===== src/rtl/hack_alu_stage.sv =====
// hack_alu_stage: registered Hack ALU with valid/ready handshakes and a
// 2-entry output FIFO. Optional macro HACK_ALU_STAGE_CARRY_EN adds the
// adder carry-out (cy) to every stored entry and to the output port.
module hack_alu_stage #(
    parameter int unsigned WIDTH = 16
) (
    input  logic             clk,
    input  logic             rst_n,
    input  logic             in_valid,
    output logic             in_ready,
    input  logic [WIDTH-1:0] x,
    input  logic [WIDTH-1:0] y,
    input  logic [5:0]       ctrl,
    output logic             out_valid,
    input  logic             out_ready,
    output logic [WIDTH-1:0] out,
    output logic             zr,
    output logic             ng
`ifdef HACK_ALU_STAGE_CARRY_EN
    ,
    output logic             cy
`endif
);

    localparam int unsigned DEPTH = 2;

    logic [WIDTH-1:0] w_x1, w_x2, w_y1, w_y2, w_o, w_r;
    logic             w_zr, w_ng;
`ifdef HACK_ALU_STAGE_CARRY_EN
    logic [WIDTH:0]   w_sum;
    logic             w_cy;
    logic             r_mem_cy [DEPTH];
    logic             r_cy;
`else
    logic [WIDTH-1:0] w_sum;
`endif

    logic [WIDTH-1:0] r_mem_r  [DEPTH];
    logic             r_mem_zr [DEPTH];
    logic             r_mem_ng [DEPTH];
    logic             r_wptr, r_rptr;
    logic [1:0]       r_count;
    logic             r_in_ready, r_out_valid;
    logic [WIDTH-1:0] r_out;
    logic             r_zr, r_ng;

    logic             w_push, w_pop, w_head_new;
    logic             w_wptr_n, w_rptr_n;
    logic [1:0]       w_count_n;

    // Hack ALU datapath and result flags for the offered operands
    always_comb begin
        w_x1 = ctrl[5] ? '0 : x;
        w_x2 = ctrl[4] ? ~w_x1 : w_x1;
        w_y1 = ctrl[3] ? '0 : y;
        w_y2 = ctrl[2] ? ~w_y1 : w_y1;
`ifdef HACK_ALU_STAGE_CARRY_EN
        w_sum = {1'b0, w_x2} + {1'b0, w_y2};
        w_cy  = ctrl[1] & w_sum[WIDTH];
        w_o   = ctrl[1] ? w_sum[WIDTH-1:0] : (w_x2 & w_y2);
`else
        w_sum = w_x2 + w_y2;
        w_o   = ctrl[1] ? w_sum : (w_x2 & w_y2);
`endif
        w_r  = ctrl[0] ? ~w_o : w_o;
        w_zr = (w_r == '0);
        w_ng = w_r[WIDTH-1];
    end

    // Handshake decode and next pointer/occupancy values
    always_comb begin
        w_push    = in_valid & r_in_ready;
        w_pop     = r_out_valid & out_ready;
        w_wptr_n  = r_wptr ^ w_push;
        w_rptr_n  = r_rptr ^ w_pop;
        w_count_n = r_count;
        if (w_push && !w_pop)
            w_count_n = r_count + 2'd1;
        else if (!w_push && w_pop)
            w_count_n = r_count - 2'd1;
        // The new entry becomes the head when it lands where the read pointer points next
        w_head_new = w_push & (r_wptr == w_rptr_n);
    end

    // FIFO storage and pointers
    always_ff @(posedge clk or negedge rst_n) begin
        if (!rst_n) begin
            r_wptr  <= 1'b0;
            r_rptr  <= 1'b0;
            r_count <= 2'd0;
            for (int i = 0; i < DEPTH; i++) begin
                r_mem_r[i]  <= '0;
                r_mem_zr[i] <= 1'b0;
                r_mem_ng[i] <= 1'b0;
`ifdef HACK_ALU_STAGE_CARRY_EN
                r_mem_cy[i] <= 1'b0;
`endif
            end
        end else begin
            r_wptr  <= w_wptr_n;
            r_rptr  <= w_rptr_n;
            r_count <= w_count_n;
            if (w_push) begin
                r_mem_r[r_wptr]  <= w_r;
                r_mem_zr[r_wptr] <= w_zr;
                r_mem_ng[r_wptr] <= w_ng;
`ifdef HACK_ALU_STAGE_CARRY_EN
                r_mem_cy[r_wptr] <= w_cy;
`endif
            end
        end
    end

    // Registered handshake flags and head-entry outputs
    always_ff @(posedge clk or negedge rst_n) begin
        if (!rst_n) begin
            r_in_ready  <= 1'b1;
            r_out_valid <= 1'b0;
            r_out       <= '0;
            r_zr        <= 1'b0;
            r_ng        <= 1'b0;
`ifdef HACK_ALU_STAGE_CARRY_EN
            r_cy        <= 1'b0;
`endif
        end else begin
            r_in_ready  <= (w_count_n != 2'd2);
            r_out_valid <= (w_count_n != 2'd0);
            if (w_count_n != 2'd0) begin
                r_out <= w_head_new ? w_r  : r_mem_r[w_rptr_n];
                r_zr  <= w_head_new ? w_zr : r_mem_zr[w_rptr_n];
                r_ng  <= w_head_new ? w_ng : r_mem_ng[w_rptr_n];
`ifdef HACK_ALU_STAGE_CARRY_EN
                r_cy  <= w_head_new ? w_cy : r_mem_cy[w_rptr_n];
`endif
            end
        end
    end

    assign in_ready  = r_in_ready;
    assign out_valid = r_out_valid;
    assign out       = r_out;
    assign zr        = r_zr;
    assign ng        = r_ng;
`ifdef HACK_ALU_STAGE_CARRY_EN
    assign cy        = r_cy;
`endif

endmodule


===== config.mk =====
export PLATFORM = sky130hd
export DESIGN_NAME = hack_alu_stage
export DESIGN_NICKNAME = d
export VERILOG_FILES = /design/src/rtl/hack_alu_stage.sv
export SDC_FILE = /design/constraint.sdc
export NUM_CORES = 1
export LEC_CHECK = 0
export CORE_ASPECT_RATIO = 0.6
export CORE_MARGIN = 2
export CORE_UTILIZATION = 45
export CTS_CLUSTER_SIZE = 16
export DETAILED_ROUTE_END_ITERATION = 10
export DONT_BUFFER_PORTS = 1
export GPL_TIMING_DRIVEN = 0
export PLACE_DENSITY = 0.6
export SLEW_MARGIN = 15
export SYNTH_ARGS = -nofsm -noshare
export SYNTH_HDL_FRONTEND = slang
export SYNTH_SLANG_ARGS = --single-unit

===== constraint.sdc =====
create_clock -name clk -period 3.8 [get_ports clk]
set_input_delay 1.14 -clock clk [delete_from_list [all_inputs] [get_ports clk]]
set_output_delay 1.14 -clock clk [all_outputs]
set_load 0.01 [all_outputs]

# ---- After elaboration in Yosys (flattened, before gate mapping)
# Index checks and enable logic that the tools add are counted.
dict set report classes {
  n_addsub 3
  order_cmp 3
  eq_ne 2
  muxes 27
  bitwise 11
  reduce_logical 7
}
# op n
set op_table {}
lappend op_table {{16-bit 2-to-1 mux} 11}
lappend op_table {{16-bit inverter} 3}
lappend op_table {{32-bit bitwise mux} 1}
lappend op_table {{16-bit adder} 1}
lappend op_table {{16-bit AND} 1}
lappend op_table {{16-bit demux with 1-bit select} 1}
lappend op_table {{16-bit logical NOT} 1}
lappend op_table {{1-bit 2-to-1 mux} 9}
lappend op_table {{2-bit bitwise mux} 2}
lappend op_table {{2-bit greater-or-equal comparator (second input constant)} 2}
lappend op_table {{2-bit 2-to-1 mux} 2}
lappend op_table {{1-bit inverter with 2-bit output} 2}
lappend op_table {{1-bit AND} 3}
lappend op_table {{1-bit logical AND} 3}
lappend op_table {{2-bit by 1-bit adder with 2-bit output (second input constant)} 1}
lappend op_table {{1-bit logical NOT} 2}
lappend op_table {{2-bit by 1-bit less-than comparator with 1-bit output (second input constant)} 1}
lappend op_table {{2-bit inequality test (second input constant)} 1}
lappend op_table {{2-bit nonzero test} 1}
lappend op_table {{2-bit by 1-bit subtractor with 2-bit output (second input constant)} 1}
lappend op_table {{1-bit XOR} 2}
lappend op_table {{1-bit demux with 1-bit select} 1}
lappend op_table {{1-bit equality test} 1}
dict set report word_totals {
  register_bits 60
}

# ---- Logic depth before layout (Yosys ltp)
dict set report logic_depth {
  ltp_word 9
  depth_mapped 13
}

# ---- Worst setup path after synthesis
# OpenSTA, ideal clock, no wires.
dict set report synth_path {
  path_kind {input to register}
  startpoint {input port ctrl[4]}
  endpoint {register r_zr, in the netlist zr}
  setup_time_ns 0.074
  arrival_ns 4.733
  setup_slack_ns -1.008
  cell_stages 12
  cell_sequence {clkbuf_1 > buf_1 > xnor2_1 > fa_1 > a211oi_2 > o21a_2 > xnor2_1 > mux2i_1 > or4b_1 > a2111o_1 > or4_4 > o21ai_2}
}
dict set report synth_between {
  elab_chain_cells 7
}
# element line_no
set synth_rtl {}
lappend synth_rtl {{start: declaration} 13} ;# input logic [5:0] ctrl,
lappend synth_rtl {{16-bit 2-to-1 mux *} 54} ;# w_x2 = ctrl[4] ? ~w_x1 : w_x1;
lappend synth_rtl {{16-bit adder / 16-bit AND (equally long branches)} {62, 63}}
lappend synth_rtl {{16-bit 2-to-1 mux *} 63} ;# w_o = ctrl[1] ? w_sum : (w_x2 & w_y2);
lappend synth_rtl {{16-bit inverter} 65} ;# w_r = ctrl[0] ? ~w_o : w_o;
lappend synth_rtl {{16-bit 2-to-1 mux *} 65}
lappend synth_rtl {{16-bit logical NOT *} 66} ;# w_zr = (w_r == '0);
lappend synth_rtl {{1-bit 2-to-1 mux *} 130} ;# r_zr <= w_head_new ? w_zr : r_mem_zr[w_rptr_n];
lappend synth_rtl {{end signal: assignment} 130}
lappend synth_rtl {{end: declaration} 45} ;# logic r_zr, r_ng;
# Every way passes the cells marked *; elsewhere a longest branch is shown, timed or not.
# A chain may end at the register's enable or synchronous reset.

# ---- Worst setup path in the final report
dict set report layout_path {
  startpoint {input port ctrl[2]}
  endpoint {register r_zr, in the netlist zr}
}
dict set report layout_between {
  elab_chain_cells 7
}
# element line_no
set layout_rtl {}
lappend layout_rtl {{16-bit 2-to-1 mux *} 56} ;# w_y2 = ctrl[2] ? ~w_y1 : w_y1;
lappend layout_rtl {{16-bit adder / 16-bit AND (equally long branches)} {62, 63}}
lappend layout_rtl {{16-bit 2-to-1 mux *} 63}
lappend layout_rtl {{16-bit inverter} 65}
lappend layout_rtl {{16-bit 2-to-1 mux *} 65}
lappend layout_rtl {{16-bit logical NOT *} 66}
lappend layout_rtl {{1-bit 2-to-1 mux *} 130}
# Marked as above.

==> flow_summary_export.csv <==
group,metric,value,unit
run_status,status,"finished with violations",
run_status,violations,"negative setup slack",
timing,finalWorstSetupSlack,-0.177,ns
timing,drv_slew,0,
synthesis,synth_seq_cells,57,
grt,grt_max_degree,58,
run,maxCapViolCount,0,
die,ioPinCount,62,
setup_path,path_cells,"clkbuf_16 -> clkbuf_16 -> xnor2_4 -> fa_2 -> a211oi_4 -> o21a_2 -> xnor2_2 -> mux2i_2 -> or4b_1 -> a2111o_1 -> or4_4 -> o21ai_2",
synthesis,synth_top_cell_by_area,"dfrtp_1",
setup_path,path_common_cell,"clkbuf_16",
synthesis,synth.yosys.seq_area_share,31.4,%
detailed_routing,wirelength,12300,um
cts,h-tree-depth,3,
grt,antenna_found_initial,0,
timing,slew_headroom,47.2,%
die,die_y,81.8,um
place,place_congestion,0.831,
detailed_routing,drtIter0Drc,268,
setup_path,critPathMaxStageDelay,0.47,ns
synthesis,synthFlopType,"dfrtp_1",
synthesis,synth_most_common_cell,"dfrtp_1",
setup_path,cpLargestDelayFamily,"compound AO/OA/AOI/OAI gates",
place,dp_hpwl,8720,um
synthesis,yosysWarnings,0,
place,portBuffers,0,
power,p_per_area,694,mW/mm^2
cells_and_area,area_growth,25.3,%
synthesis,async_flop_share,100,%
setup_path,worstPathArrival,4.23,ns
detailed_routing,drtPass1Iterations,5,
synthesis,synthTopCellsByArea,"dfrtp_1 (31%), xnor2_1 (9.3%), mux2_2 (7.9%)",
die,core-area,0.00984,mm^2
synthesis,ys_types,69,
grt,grt-ovfl-total,0,
cts,cts_buffer_depth,2,
cts,cts_sinks,57,
die,fp.dieW,134,um
timing,rsz0062_at_grt,"true",
detailed_routing,drcViolationCount,0,
setup_path,crit_path_top_delay_cell,"or4b_1",
synthesis,synth_common_cells,"dfrtp_1 (56), xnor2_1 (48), nand2_1 (45)",
synthesis,synth_cells,485,
synthesis,synth_top_area_share,30.9,%
timing,post-route-min-period,3.98,ns
setup_path,path_buf_inv,2,
synthesis,synth.cell_area,0.00454,mm^2
die,num_rows,28,
cells_and_area,antennaDiodeCount,0,
timing,hold_violations,0,
cts,cts_buffers,9,
detailed_routing,vias,3789,
hold_path,hold_class,"flip-flop to flip-flop",
synthesis,syn_area_per_cell,9.36,um^2
detailed_routing,ant_nets,0,
setup_path,worstSetupStartpointType,"input port",
cts,clock_tree.root_cell,"clkbuf_16",
setup_path,crit_fanout,7,
cts,cts_tree,"built",
timing,period_share,105,%
timing,max_freq,251,MHz
grt,grt_pass1_wl,18500,um
grt,grt_pass1_vias,3523,
timing,worst_pin_slew,0.792,ns
detailed_routing,wl_per_cell,18.6,um
cells_and_area,nNetsFinal,583,
cells_and_area,drive_above_1_share,29.2,%
power,peakVddDrop,0.391,mV
timing,setup_viol,3,
cells_and_area,nFillCells,847,
setup_path,crit_type,"input port to flip-flop",
synthesis,synth_nets,546,
cts,clock_latency,0.32,ns
power,p_leak,2.37,nW
timing,finClkSkew,0.00615,ns
cts,clk_transition_reported_paths,0.05,ns
die,initial_core_util,46.1,%
setup_path,required,4.05,ns
setup_path,endpoint_kind,"flip-flop",
die,dieArea,0.0109,mm^2
timing,hold-worst-slack,0.503,ns
grt,grt_usage,22.0,%
detailed_routing,vias_per_cell,5.72,
place,dp_slack,-0.829,ns
synthesis,synth-edff-count,0,
[layout make-up]
type	instances	area, um^2	area share [%]
repair buffers	27	215	3.78
flip-flops and latches	57	1430	25.1
well taps	135	169	2.97
plain buffers	33	313	5.50
clock inverters	2	12.5	0.220
inverters	10	37.5	0.660
multi-input cells	384	3250	57.1
clock buffers	14	264	4.64
[logic make-up after synthesis]
kind of cell,after synthesis,synth area share (%)
AO/OA/AOI/OAI,102,15.2
XOR/XNOR,53,10.2
adder cells (fa/ha/maj),19,5.40
buffers and inverters,44,5.82
flip-flops,57,31.4
multiplexers,58,13.7
AND/OR/NAND/NOR,152,18.2
[registers in the layout (all words and copies together), names as in the netlist]
name       cells
r_rptr         1
r_mem_zr       2
r_count        2
zr             1
out_valid      1
in_ready       1
r_wptr         1
out           16
r_mem_r       32
[per-stage QoR]
step	instance area (um^2)	instances	util (%)	power, mW	setup TNS [ns]
after floorplan	4610	485	-	2.52	-1.25
after global placement	4780	620	48.5	2.92	-6.67
after detailed placement	4780	620	48.5	2.98	-7.33
after CTS	5260	646	53.4	3.79	-0.625
after global routing	5690	662	57.8	4.24	-0.723
final	5690	662	57.8	3.95	-0.489
[report_power, final]
| group | switching, mW | internal, mW | total [mW] |
|---|---|---|---|
| registers | 0.215 | 0.933 | 1.15 |
| clock network | 0.262 | 0.475 | 0.737 |
| logic | 1.12 | 0.944 | 2.06 |
[worst register-to-register path, stage by stage, from the launching register on]
cell and delay (ns):
dfstp_2 0.55, and2_1 0.12, clkbuf_1 0.23, ha_1 0.20
buf_1 0.60, clkbuf_1 0.51, mux2_2 0.40
[cells in the final DEF, fill, tap and decap left out, types with 6 or more instances in the layout]
cell type / n
nor2_1: 18
mux2_2: 32
a21oi_1: 17
clkbuf_16: 12
o211ai_1: 7
nand3_1: 8
clkbuf_8: 7
o21ai_0: 38
nand2_1: 45
buf_4: 24
clkbuf_1: 11
xnor2_4: 6
xnor2_2: 9
buf_6: 7
ha_1: 12
nand2b_4: 8
inv_1: 10
dfrtp_1: 56
nand2b_1: 26
mux2i_1: 24
xnor2_1: 33
nand4_1: 6
[routing by layer]
layer	vias up	global-route usage, %	share of wire, %
li1	1793	-	-
met1	1896	32.8	51
met2	92	33.2	44
met3	8	4.81	4.9
met4	0	3.51	0.38
met5	-	0	0
[path summary, 6_finish.rpt]
kind,startpoint,to,slack [ns],cells after the start
max in group asynchronous,rst_n,in_ready,3.08,0
worst max-delay path,ctrl[2],zr,-0.18,12
min in group asynchronous,rst_n,out[1],0.51,0
worst min register to register,r_mem_r[6],r_mem_r[6],0.50,1
worst max register to register,in_ready,r_mem_r[26],1.07,6
worst min-delay path,r_mem_r[6],r_mem_r[6],0.50,1
[timing repair]
| action | CTS | global route |
|---|---|---|
| gates cloned | 0 | 1 |
| setup buffers | 10 | 16 |
| gates resized for setup | 23 | 48 |
| pin swaps | 13 | 27 |
| endpoints found under the setup margin | 10 | 14 |
| hold buffers | 0 | 0 |
(Power assumes the default switching activity.)
